$ cat config.mk
export PLATFORM = sky130hd
export DESIGN_NAME = fir_coeff_loader_flat
export DESIGN_NICKNAME = d
export VERILOG_FILES = /design/src/rtl/fir_pkg.sv /design/src/rtl/fir_coeff_loader_if.sv /design/src/rtl/fir_weight_bank.sv /design/src/rtl/fir_coeff_loader.sv /design/src/flat_wrapper.sv
export SDC_FILE = /design/constraint.sdc
export NUM_CORES = 1
export LEC_CHECK = 0
export CORE_MARGIN = 8
export CORE_UTILIZATION = 62
export CTS_BUF_LIST = sky130_fd_sc_hd__clkbuf_4 sky130_fd_sc_hd__clkbuf_8 sky130_fd_sc_hd__clkbuf_16
export DETAILED_ROUTE_END_ITERATION = 8
export DONT_BUFFER_PORTS = 1
export GPL_TIMING_DRIVEN = 0
export PLACE_DENSITY = 0.79
export REMOVE_ABC_BUFFERS = 1
export SYNTH_ARGS = -nofsm -noshare
export SYNTH_HDL_FRONTEND = slang
export SYNTH_SLANG_ARGS = --single-unit
export TNS_END_PERCENT = 50
$ cat constraint.sdc
create_clock -name i_clk -period 2.05 [get_ports i_clk]
set_clock_uncertainty 0.15 [all_clocks]
set_input_delay 0.1025 -clock i_clk [delete_from_list [all_inputs] [get_ports i_clk]]
set_output_delay 0.1025 -clock i_clk [all_outputs]
set_load 0.005 [all_outputs]
$ cat src/rtl/fir_pkg.sv
// Shared FIR definitions: default sizes, loader state encoding, index-width helper
// and a slice macro for unpacking the flat weight bus.
`define FIR_WEIGHT(vec, k, dw) vec[(k)*(dw) +: (dw)]

package fir_pkg;

  localparam int DATA_WIDTH_DEF = 24;
  localparam int NUM_TAPS_DEF   = 8;

  typedef enum logic [1:0] {
    ST_IDLE   = 2'd0,
    ST_LOAD   = 2'd1,
    ST_COMMIT = 2'd2
  } fir_state_e;

  function automatic int clog2(input int value);
    int result;
    result = 0;
    for (int v = value - 1; v > 0; v = v >> 1) begin
      result++;
    end
    return result;
  endfunction

endpackage

$ cat src/rtl/fir_coeff_loader_if.sv
// Coefficient stream handshake: the writer drives valid/coeff, the loader answers ready.
interface fir_coeff_loader_if import fir_pkg::*; #(
  parameter int DATA_WIDTH = DATA_WIDTH_DEF
) ();

  logic                         is_valid;
  logic                         os_ready;
  logic signed [DATA_WIDTH-1:0] isv_coeff;

  modport master (
    output is_valid,
    output isv_coeff,
    input  os_ready
  );

  modport slave (
    input  is_valid,
    input  isv_coeff,
    output os_ready
  );

endinterface

$ cat src/rtl/fir_weight_bank.sv
// Shadow/active coefficient register pair per tap: indexed writes fill the shadow
// bank, a single copy enable moves the whole set into the active bank on one edge.
module fir_weight_bank import fir_pkg::*; #(
  parameter  int DATA_WIDTH = DATA_WIDTH_DEF,
  parameter  int NUM_TAPS   = NUM_TAPS_DEF,
  localparam int IDX_W      = clog2(NUM_TAPS)
) (
  input  logic                           i_clk,
  input  logic                           i_rst,
  input  logic                           i_wr_en,
  input  logic [IDX_W-1:0]               iv_wr_idx,
  input  logic signed [DATA_WIDTH-1:0]   isv_wr_data,
  input  logic                           i_copy_en,
  output logic [NUM_TAPS*DATA_WIDTH-1:0] ov_active
);

  genvar gi;
  generate
    for (gi = 0; gi < NUM_TAPS; gi++) begin : g_tap
      logic signed [DATA_WIDTH-1:0] shadow_q;
      logic signed [DATA_WIDTH-1:0] active_q;

      always_ff @(posedge i_clk) begin
        if (i_rst) begin
          shadow_q <= '0;
          active_q <= '0;
        end else begin
          if (i_wr_en && (iv_wr_idx == IDX_W'(gi))) begin
            shadow_q <= isv_wr_data;
          end
          if (i_copy_en) begin
            active_q <= shadow_q;
          end
        end
      end

      assign ov_active[gi*DATA_WIDTH +: DATA_WIDTH] = active_q;
    end
  endgenerate

endmodule

$ cat src/rtl/fir_coeff_loader.sv
// Collects NUM_TAPS coefficients into a shadow bank and commits them atomically
// to the active bank that feeds the tap chain.
module fir_coeff_loader import fir_pkg::*; #(
  parameter  int DATA_WIDTH = DATA_WIDTH_DEF,
  parameter  int NUM_TAPS   = NUM_TAPS_DEF,
  localparam int IDX_W      = clog2(NUM_TAPS)
) (
  input  logic                           i_clk,
  input  logic                           i_rst,
  input  logic                           i_start,
  input  logic                           i_abort,
  fir_coeff_loader_if.slave              coeff_if,
  output logic [NUM_TAPS*DATA_WIDTH-1:0] ov_weights,
  output logic [IDX_W:0]                 ov_count,
  output logic                           o_busy,
  output logic                           o_done,
  output logic                           o_start_err
);

  localparam logic [IDX_W:0] LAST_IDX = (IDX_W+1)'(NUM_TAPS - 1);

  fir_state_e     state_q;
  logic           ready_q;
  logic           busy_q;
  logic           done_q;
  logic           start_err_q;
  logic [IDX_W:0] count_q;

  logic accept;
  logic abort_load;
  logic wr_en;
  logic copy_en;

  assign accept     = coeff_if.is_valid && ready_q;
  assign abort_load = i_abort && (state_q == ST_LOAD);
  // A beat arriving together with abort must not touch the shadow bank.
  assign wr_en      = accept && !abort_load;
  assign copy_en    = (state_q == ST_COMMIT);

  always_ff @(posedge i_clk) begin
    if (i_rst) begin
      state_q     <= ST_IDLE;
      ready_q     <= 1'b0;
      busy_q      <= 1'b0;
      done_q      <= 1'b0;
      start_err_q <= 1'b0;
      count_q     <= '0;
    end else begin
      done_q      <= 1'b0;
      start_err_q <= i_start && busy_q;
      unique case (state_q)
        ST_IDLE: begin
          if (i_start) begin
            state_q <= ST_LOAD;
            ready_q <= 1'b1;
            busy_q  <= 1'b1;
            count_q <= '0;
          end
        end
        ST_LOAD: begin
          if (i_abort) begin
            state_q <= ST_IDLE;
            ready_q <= 1'b0;
            busy_q  <= 1'b0;
            count_q <= '0;
          end else if (accept) begin
            count_q <= count_q + 1'b1;
            if (count_q == LAST_IDX) begin
              state_q <= ST_COMMIT;
              ready_q <= 1'b0;
            end
          end
        end
        ST_COMMIT: begin
          state_q <= ST_IDLE;
          busy_q  <= 1'b0;
          done_q  <= 1'b1;
        end
        default: begin
          state_q <= ST_IDLE;
          ready_q <= 1'b0;
          busy_q  <= 1'b0;
        end
      endcase
    end
  end

  fir_weight_bank #(
    .DATA_WIDTH (DATA_WIDTH),
    .NUM_TAPS   (NUM_TAPS)
  ) u_bank (
    .i_clk       (i_clk),
    .i_rst       (i_rst),
    .i_wr_en     (wr_en),
    .iv_wr_idx   (count_q[IDX_W-1:0]),
    .isv_wr_data (coeff_if.isv_coeff),
    .i_copy_en   (copy_en),
    .ov_active   (ov_weights)
  );

  assign coeff_if.os_ready = ready_q;
  assign ov_count          = count_q;
  assign o_busy            = busy_q;
  assign o_done            = done_q;
  assign o_start_err       = start_err_q;

endmodule

$ cat src/flat_wrapper.sv
// flat-port wrapper written by rule: the top's interface ports become plain ports
module fir_coeff_loader_flat import fir_pkg::*;
#(
  parameter  int DATA_WIDTH = DATA_WIDTH_DEF,
  parameter  int NUM_TAPS   = NUM_TAPS_DEF,
  localparam int IDX_W      = clog2(NUM_TAPS)
)
  (i_clk, i_rst, i_start, i_abort, ov_weights, ov_count, o_busy, o_done, o_start_err, coeff_if_is_valid, coeff_if_isv_coeff, coeff_if_os_ready);
  fir_coeff_loader_if #(.DATA_WIDTH(DATA_WIDTH)) coeff_if_i ();
  input  logic i_clk;
  input  logic i_rst;
  input  logic i_start;
  input  logic i_abort;
  output logic [NUM_TAPS*DATA_WIDTH-1:0] ov_weights;
  output logic [IDX_W:0] ov_count;
  output logic o_busy;
  output logic o_done;
  output logic o_start_err;
  input wire logic [$bits(coeff_if_i.is_valid)-1:0] coeff_if_is_valid;
  input wire logic [$bits(coeff_if_i.isv_coeff)-1:0] coeff_if_isv_coeff;
  output wire logic [$bits(coeff_if_i.os_ready)-1:0] coeff_if_os_ready;
  assign coeff_if_i.is_valid = coeff_if_is_valid;
  assign coeff_if_i.isv_coeff = coeff_if_isv_coeff;
  assign coeff_if_os_ready = coeff_if_i.os_ready;
  fir_coeff_loader #(.DATA_WIDTH(DATA_WIDTH), .NUM_TAPS(NUM_TAPS)) u_core (.i_clk(i_clk), .i_rst(i_rst), .i_start(i_start), .i_abort(i_abort), .coeff_if(coeff_if_i), .ov_weights(ov_weights), .ov_count(ov_count), .o_busy(o_busy), .o_done(o_done), .o_start_err(o_start_err));
endmodule
==> reports/metrics.csv, run 1 <==
metric,value,unit
fin_crit_sh,97.6,%
first_global_vias,10635,
die-area,27400,um^2
core,21900,um^2
cts_buffer_depth,3,
start_util,63.3,%
crit_type,reg -> reg,
cts_tree,built,
syn-cell-area,13900,um^2
chipHeight,166,um
post-route-drc-count,0,
max_freq,500,MHz
fin_tns_setup,0,ns
htreeDepth,2,
crit_path_top_delay_cell,and4_4,
crit_top_cell,ha_1,
total_leakage_power,5.05,nW
switching_share,20.0,%
holdPathStages,1,
fin_worst_hold_slack,-0.455,ns
p_seq_share,51.3,%
critPathBufInv,0,
status,finished with violations,
insertion_delay,0.52,ns
pwr-share-comb,1.5,%
vdd_drop_max,700,uV
final_net_count,1742,
critical_path_arrival,2.28,ns
setup_viol,0,
instances_no_fill,2015,
powerDensity,967,nW/um^2
ys_seq_area_share,56.9,%
worstMarginPinSlew,0.981,ns
dp_hpwl,21.1,mm
die_w,166,um
wl_per_cell,18.9,um
grt_first_pass_wirelength,57.5,mm
worstPathRequired,2.33,ns
cts-root-buf,clkbuf_16,
gp_congestion,0.738,
hold_class,in -> reg,
drtIter0Drc,1185,
ys_ff_latch,394,
grt_use_total,26.5,%
maxCapViolations,0,
io_pins,229,
synth_cell_types,27,
clk_pin_slew,0.06,ns
drive_above_1_share,6.46,%
vias,11559,
synth_warnings,0,
dr.pass1.iters,6,
via_per_inst,5.74,
pwr-share-clk,47.2,%
netlist_instances,1767,
utilization,71.0,%
postRouteAntennaNets,0,
worst_setup_path_start_kind,flop,
cpPeakStageDelay,0.52,ns
setup_ws,0.0493,ns
critical_path.max_fanout,24,
min_period,2.00,ns
reg2regPathDepth,5,
dp_worst_setup_slack,-0.660,ns
grt_max_degree,396,
final_area,15500,um^2
cp.depth,5,
cts_made_buffers,38,
slew_headroom,34.5,%
placed_cells,1901,
p_int,12.0,mW
path_delay_family,simple AND/OR/NAND/NOR gates,
worstPathCellList,"ha_1, ha_1, and4_4, nand2_1, a21oi_1",
cts.sinks,394,
power_switching,3.00,mW
placed_area,13700,um^2
antenna_found_initial,1,
area_growth,12.0,%
rows,54,
wl,38.1,mm
hold_viol,269,
syn_area_per_cell,7.85,um^2
maxSlewViolCount,0,
io_buffers,0,
crit_path_end_kind,flop,
overflow,0,
violations,hold timing,
power by group through the flow:
| stage | Clock, mW | Combinational [mW] | Sequential (mW) |
|---|---|---|---|
| 2_1_floorplan | 0 | 0.0697 | 7.87 |
| 3_5_place_dp | 0 | 0.0916 | 7.87 |
| 6_report | 7.09 | 0.228 | 7.71 |
| 4_1_cts | 7.16 | 0.212 | 7.71 |
| 3_3_place_gp | 0 | 0.0870 | 7.87 |
| 5_1_grt | 7.49 | 0.242 | 7.70 |
layout make-up:
| class | count | area [um^2] |
|---|---|---|
| antenna | 1 | 2.50 |
| multi-input combinational | 1217 | 5370 |
| clock buffer | 60 | 1240 |
| tap | 280 | 350 |
| sequential | 394 | 7900 |
| inverter | 5 | 18.8 |
| fill | 1693 | 6360 |
| clock inverter | 7 | 60.1 |
| timing repair buffer | 51 | 599 |
path summary, 6_finish.rpt:
path	to	from	slack, ns
max	u_core.u_bank.g_tap[3].shadow_q[21]	u_core.ov_count[1]	0.05
min	u_core.u_bank.g_tap[0].shadow_q[5]	i_rst	-0.46
max reg2reg	u_core.u_bank.g_tap[3].shadow_q[21]	u_core.ov_count[1]	0.05
min reg2reg	u_core.u_bank.g_tap[2].active_q[2]	u_core.u_bank.g_tap[2].shadow_q[2]	0.30
what timing repair did:
item	4_1_cts	5_1_grt
setup endpoints to repair	350	179
gates cloned	3	0
hold buffers	32	1
endpoints found under the hold margin	394	390
pin swaps	4	0
buffers inserted	10	0
resized for setup	24	11
state kept, by name (all words and copies together) (netlist names):
| name | flops |
|---|---|
| u_core.u_bank.g_tap.active_q | 192 |
| u_core.o_start_err | 1 |
| u_core.state_q | 2 |
| u_core.o_busy | 1 |
| u_core.u_bank.g_tap.shadow_q | 192 |
| u_core.coeff_if.os_ready | 1 |
| u_core.o_done | 1 |
| u_core.ov_count | 4 |
stage by stage:
stage / hold slack (ns) / total power, mW
6_report: -0.455 / 15.0
3_5_place_dp: 0.0623 / 7.96
4_1_cts: -0.476 / 15.1
2_1_floorplan: 0.0216 / 7.94
5_1_grt: -0.453 / 15.4
3_3_place_gp: 0.0562 / 7.96
cell usage after synthesis:
library cell | instances | area [um^2]
nand3b_4 | 1 | 20.0
mux2i_1 | 3 | 30.0
a21oi_1 | 387 | 1940
and3_1 | 7 | 43.8
and3b_1 | 1 | 8.76
nor4b_1 | 1 | 8.76
nor2_1 | 12 | 45.0
and4_1 | 2 | 17.5
buf_2 | 74 | 370
buf_4 | 16 | 120
o21ai_1 | 1 | 5.00
or3b_2 | 1 | 8.76
dfxtp_1 | 394 | 7890
nor3_1 | 4 | 20.0
nand2b_1 | 1 | 6.26
nand4_1 | 2 | 12.5
buf_6 | 1 | 11.3
nand2_1 | 772 | 2900
inv_1 | 5 | 18.8
clkbuf_1 | 63 | 236
nand3_1 | 6 | 30.0
a211oi_2 | 1 | 12.5
nand3b_1 | 1 | 7.51
a32o_1 | 1 | 10.0
a211oi_1 | 1 | 7.51
nor2b_1 | 3 | 18.8
ha_1 | 6 | 75.1
logic make-up after synthesis:
group                    Yosys count  synth area share [%]
flip-flops                       394                  56.9
AND/OR/NAND/NOR                  814                  22.7
buffers and inverters            159                  5.46
adder cells (fa/ha/maj)            6                 0.541
multiplexers                       3                 0.217
AO/OA/AOI/OAI                    391                  14.2
worst register-to-register path: stages (launching register included):
cell and delay [ns]:
dfxtp_1 0.44, ha_1 0.24, ha_1 0.29, and4_4 0.52
nand2_1 0.10, a21oi_1 0.19
placed cells by master, fill, tap and decap left out, types with 2 or more instances in the layout:
cell type,instances
nor2_1,11
nand2_1,772
buf_4,9
buf_12,4
mux2i_1,3
clkbuf_4,8
a21oi_1,387
dlygate4sd3_1,33
nor2b_1,3
clkbuf_8,11
nand3_4,6
dfxtp_1,390
buf_16,4
clkbuf_16,41
and4_4,2
dfxtp_2,3
nor3_1,4
and3_4,6
clkinv_2,6
nand4_1,3
ha_1,6
inv_1,5
metal layers:
| metal | routed length (um) | GRT usage [%] |
|---|---|---|
| met1 | 14800 | 32.1 |
| met2 | 17500 | 42.6 |
| met3 | 4280 | 8.50 |
| met4 | 1420 | 11.2 |
| met5 | 0 | 0 |
(Power assumes the default switching activity.)
==> inputs of run 2 (changes only) <==
--- a/config.mk
+++ b/config.mk
@@ -6,12 +6,12 @@
 export NUM_CORES = 1
 export LEC_CHECK = 0
 export CORE_MARGIN = 8
-export CORE_UTILIZATION = 62
-export CTS_BUF_LIST = sky130_fd_sc_hd__clkbuf_4 sky130_fd_sc_hd__clkbuf_8 sky130_fd_sc_hd__clkbuf_16
+export CORE_UTILIZATION = 65
+export CTS_BUF_LIST = sky130_fd_sc_hd__clkbuf_4 sky130_fd_sc_hd__clkbuf_8
 export DETAILED_ROUTE_END_ITERATION = 8
 export DONT_BUFFER_PORTS = 1
 export GPL_TIMING_DRIVEN = 0
-export PLACE_DENSITY = 0.79
+export PLACE_DENSITY = 0.82
 export REMOVE_ABC_BUFFERS = 1
 export SYNTH_ARGS = -nofsm -noshare
 export SYNTH_HDL_FRONTEND = slang
==> run 2 against run 1 <==
Compared with the run above: the flow still finishes with violations (hold timing); sequential cell count unchanged; cell count up 1.7%; via count up 1.3%; critical endpoint is now u_core.u_bank.g_tap[4].active_q[7]; largest power group unchanged.
==> reports/metrics.csv, run 2 (synthesis results as in run 1) <==
metric,value,unit
worstMarginPinSlew,0.723,ns
r2r_setup_slack,0.01,ns
via_per_inst,5.72,
top_layer,met4,
setup_ws,0.0118,ns
utilization,74.0,%
crit_type,reg -> reg,
violations,hold timing,
holdPathStages,1,
wl,38.9,mm
cts_tree,built,
r2r_start,u_core.state_q[0],
r2r-end,u_core.u_bank.g_tap[4].active_q[7],
pwr-share-clk,45.5,%
chipHeight,162,um
critical_path_arrival,2.41,ns
setup_viol,0,
htreeDepth,2,
cts.sinks,394,
critical_path.max_fanout,24,
final_cell_mix,"nand2_1 (772), dfxtp_1 (391), a21oi_1 (387)",
p_int,11.4,mW
total_leakage_power,5.07,nW
drive_above_1_share,8.46,%
first_global_vias,10677,
fin_crit_sh,99.4,%
area_growth,11.9,%
overflow,0,
grt_max_degree,396,
min_delay_worst_endpoint,u_core.u_bank.g_tap[3].active_q[1],
crit_path_end_kind,flop,
postRouteAntennaNets,0,
grt_first_pass_wirelength,57.4,mm
worst_setup_path_start_kind,flop,
gp_congestion,0.775,
die_w,162,um
dr.pass1.iters,6,
hold_class,in -> reg,
io_pins,229,
fill_cells,1552,
antenna_found_initial,1,
drtIter0Drc,1300,
clk_pin_slew,0.07,ns
min_period,2.04,ns
vdd_drop_max,654,uV
cts_made_buffers,58,
core,21000,um^2
maxCapViolations,0,
io_buffers,0,
max_freq,491,MHz
rows,53,
power_switching,3.13,mW
pwr-share-comb,1.6,%
layout_commonest_cell,nand2_1,
status,finished with violations,
slew_headroom,51.8,%
fin_worst_hold_slack,-0.557,ns
power,14.6,mW
dp_worst_setup_slack,-0.512,ns
die-area,26300,um^2
grt_use_total,27.0,%
maxSlewViolCount,0,
hold_path_startpoint,i_rst,
p_seq_share,52.9,%
hold_viol,387,
met1Wirelength,14.8,mm
vias,11711,
post-route-drc-count,0,
met2_length,18.7,mm
cts-root-buf,clkbuf_8,
powerDensity,939,nW/um^2
start_util,66.2,%
switching_share,21.5,%
wl_met3,4.54,mm
dp_hpwl,21.3,mm
insertion_delay,0.58,ns
cts_buffer_depth,3,
reg2regPathDepth,4,
final_net_count,1760,
worstPathRequired,2.42,ns
wl_per_cell,19.0,um
-- run 2: changes by cell type in the layout (fill, tap and decap cells not counted), sizes merged --
cell,change
and3,+2
buf,-6
bufinv,-1
clkbuf,+34
clkinv,+6
clkinvlp,+1
dlygate4sd3,+2
inv,+1
nand3,+1
nand4,-1
-- run 2: repair_timing --
action | 4_1_cts | 5_1_grt
buffers inserted | 3 | 0
hold endpoints to repair | 394 | 391
pin swaps | 3 | 0
endpoints found under the setup margin | 328 | 316
hold buffers | 29 | 6
gates cloned | 2 | 3
gates resized for setup | 18 | 21
-- run 2: how the worst max path moves through the flow --
stage                                   from                             endpoint  cells after the start
detailed placement  u_core.coeff_if.os_ready   u_core.u_bank.g_tap[5].shadow_q[7]                      4
floorplan                  u_core.state_q[1]   u_core.u_bank.g_tap[0].active_q[0]                      4
global placement           u_core.state_q[1]  u_core.u_bank.g_tap[2].active_q[15]                      4
CTS                 u_core.coeff_if.os_ready   u_core.u_bank.g_tap[5].shadow_q[7]                      4
global route               u_core.state_q[0]   u_core.u_bank.g_tap[4].active_q[7]                      4
finish                     u_core.state_q[0]   u_core.u_bank.g_tap[4].active_q[7]                      4
-- run 2: area by class of cell --
| cell class | count | area [um^2] | share of cell area [%] |
|---|---|---|---|
| Multi-Input combinational cell | 1219 | 5410 | 34.9 |
| Antenna cell | 1 | 2.50 | 0.0161 |
| Inverter | 5 | 18.8 | 0.121 |
| Tap cell | 275 | 344 | 2.22 |
| Timing Repair Buffer | 47 | 578 | 3.73 |
| Clock inverter | 14 | 76.3 | 0.492 |
| Clock buffer | 94 | 1190 | 7.65 |
| Sequential cell | 394 | 7890 | 50.9 |
-- run 2: power by group through the flow --
| stage | registers [mW] | logic [mW] | clock network, mW |
|---|---|---|---|
| 3_5_place_dp | 7.87 | 0.0928 | 0 |
| 3_3_place_gp | 7.87 | 0.0882 | 0 |
| 5_1_grt | 7.70 | 0.242 | 7.07 |
| 2_1_floorplan | 7.87 | 0.0697 | 0 |
| 6_report | 7.71 | 0.228 | 6.63 |
| 4_1_cts | 7.71 | 0.195 | 6.67 |
-- run 2: worst max-delay path: stages (launching register included) --
cell           delay [ns]
dfxtp_2              0.51
nand2b_4             0.47
nand2_1              0.11
a21oi_1              0.16
dlygate4sd3_1        0.57
-- run 2: routing by layer --
metal / GRT usage (%) / up-vias
met4: 10.2 / 0
met5: 0 / -
li1: - / 5595
met2: 44.7 / 563
met1: 32.3 / 5482
met3: 8.50 / 71
-- run 2: per-stage QoR --
step                      hold WS [ns]  setup TNS, ns  cell area (um^2)  instances
after floorplan                 0.0216        -926.76             13100       1613
after global placement          0.0625       -1760.11             13500       1888
after detailed placement        0.0612        -115.86             13700       1897
after CTS                       -0.553         -10.65             15300       2039
after global routing            -0.571         -0.162             15500       2049
final                           -0.557              0             15500       2049
==> inputs of run 3 (changes only) <==
--- a/config.mk
+++ b/config.mk
@@ -6,12 +6,12 @@
 export NUM_CORES = 1
 export LEC_CHECK = 0
 export CORE_MARGIN = 8
-export CORE_UTILIZATION = 65
+export CORE_UTILIZATION = 67
 export CTS_BUF_LIST = sky130_fd_sc_hd__clkbuf_4 sky130_fd_sc_hd__clkbuf_8
 export DETAILED_ROUTE_END_ITERATION = 8
 export DONT_BUFFER_PORTS = 1
 export GPL_TIMING_DRIVEN = 0
-export PLACE_DENSITY = 0.82
+export PLACE_DENSITY_LB_ADDON = 0.12
 export REMOVE_ABC_BUFFERS = 1
 export SYNTH_ARGS = -nofsm -noshare
 export SYNTH_HDL_FRONTEND = slang
==> constraint.sdc (replaced) <==
create_clock -name i_clk -period 2.5 [get_ports i_clk]
set_clock_uncertainty 0.15 [all_clocks]
set_input_delay 0.125 -clock i_clk [delete_from_list [all_inputs] [get_ports i_clk]]
set_output_delay 0.125 -clock i_clk [all_outputs]
set_load 0.005 [all_outputs]
==> run 3 against run 2 <==
Compared with the run above: the run still ends with hold timing left; first-iteration DRC count fell by 12%; sequential power fell by 18%; cell count rose by 0.83%; sequential share of layout area fell by 0.59 points; clock power fell by 19%; worst hold slack improved by 0.052 ns; critical path type unchanged; largest cell class unchanged; largest power group unchanged.
==> reports/metrics.csv, run 3 (synthesis results as in run 1) <==
metric,value,unit
worstPathCellList,"nand2b_4, buf_16, nor2_1, dlygate4sd3_1",
via_per_inst,5.66,
setup_viol,0,
cts_tree,built,
fin_crit_sh,96.2,%
overflow,0,
die-area,25600,um^2
antenna_found_initial,0,
cp-startpoint,u_core.state_q[0],
grt_max_degree,396,
placed_area,13800,um^2
insertion_delay,0.59,ns
final_net_count,1788,
cts_buffer_depth,3,
r2r_start,u_core.state_q[0],
holdPathStages,1,
area_growth,13.1,%
setup_ws,0.0959,ns
hold_viol,356,
drive_above_1_share,7.74,%
dp_worst_setup_slack,-0.192,ns
htreeDepth,2,
postRouteAntennaNets,0,
fin_worst_hold_slack,-0.505,ns
drtIter0Drc,1149,
final_area,15700,um^2
die_w,160,um
crit_type,reg -> reg,
maxSlewViolCount,0,
vdd_drop_max,545,uV
gp_congestion,0.786,
layout_commonest_cell,nand2_1,
grt_use_total,27.7,%
placed_cells,1895,
min_period,2.40,ns
chipHeight,160,um
clk_pin_slew,0.06,ns
powerDensity,757,nW/um^2
rows,52,
crit_path_end_kind,flop,
core,20300,um^2
wl,38.1,mm
final_cell_mix,"nand2_1 (772), dfxtp_1 (391), a21oi_1 (387)",
slew_headroom,40.2,%
io_buffers,0,
cts-root-buf,clkbuf_8,
worstPathRequired,2.83,ns
max_freq,416,MHz
hold_class,in -> reg,
worst_setup_path_start_kind,flop,
vias,11686,
critical_path_arrival,2.73,ns
first_global_vias,10552,
start_util,68.3,%
io_pins,229,
wl_per_cell,18.4,um
total_leakage_power,5.28,nW
post-route-drc-count,0,
dr.pass1.iters,7,
worstMarginPinSlew,0.895,ns
status,finished with violations,
cpPeakStageDelay,0.58,ns
violations,hold timing,
maxCapViolations,0,
critical_path.max_fanout,68,
hold_path_startpoint,i_rst,
grt_first_pass_wirelength,57.8,mm
cts_made_buffers,60,
crit_path_top_delay_cell,nand2b_4,
dp_hpwl,21.1,mm
reg2regPathDepth,4,
antenna_cells,0,
cts.sinks,394,
instances_no_fill,2066,
==> run 3: changes by cell type in the layout (fill, tap and decap cells not counted), moves of 3 or more <==
cell | before | now
nand3_4 | 7 | 0
clkbuf_8 | 77 | 74
clkinv_2 | 12 | 3
nand3_2 | 0 | 4
and3_4 | 9 | 0
clkbuf_4 | 17 | 26
dlygate4sd3_1 | 35 | 64
and3_2 | 0 | 6
==> run 3: cell type report <==
class	instances	area, um^2
tap	270	338
multi-input combinational	1215	5280
clock buffer	100	1210
inverter	5	18.8
clock inverter	5	30.0
fill	1449	4610
timing repair buffer	77	918
sequential	394	7890
==> run 3: routing by layer <==
metal  global-route usage, %  vias up  part of all wire, %
met5                       0        -                    0
met4                    11.0        0                  3.4
met3                    10.6      102                   12
met2                    44.0      507                   46
met1                    33.5     5450                   39
li1                        -     5627                    -
==> run 3: timing repair <==
item / 4_1_cts / 5_1_grt
pin swaps: 1 / 1
gates cloned: 1 / 0
endpoints found under the hold margin: 394 / 356
endpoints found under the setup margin: 153 / 176
gates resized for setup: 5 / 10
setup buffers: 0 / 1
hold buffers: 59 / 5
==> run 3: power breakdown <==
group | total (mW) | leakage (nW) | internal (mW) | switching, mW
Combinational | 0.171 | 1.44 | 0.0640 | 0.107
Clock | 5.39 | 0.664 | 3.03 | 2.36
Sequential | 6.32 | 3.18 | 6.30 | 0.0206
==> run 3: stage by stage <==
step / utilization (%) / total power [mW] / setup TNS, ns / hold slack (ns)
CTS: 76.9 / 11.9 / -0.0137 / -0.536
finish: 77.3 / 11.9 / 0 / -0.505
floorplan: - / 6.51 / -839.91 / 0.0441
detailed placement: 67.8 / 6.53 / -8.34 / 0.0785
global route: 77.3 / 12.2 / -0.000153 / -0.534
global placement: 66.3 / 6.53 / -1642.95 / 0.0762
==> run 3: final timing paths <==
check                                                      endpoint  slack [ns]
worst max register to register                        u_core.o_done         0.1
worst max-delay path                                  u_core.o_done         0.1
worst min register to register  u_core.u_bank.g_tap[6].active_q[22]        0.29
worst min-delay path            u_core.u_bank.g_tap[2].shadow_q[11]       -0.50
==> run 3: critical path: cells and delay by family (launching register included) <==
| family | cells | cell delay (ns) |
|---|---|---|
| flops | 1 | 0.50 |
| simple gates | 2 | 0.66 |
| buf+inv | 2 | 0.93 |
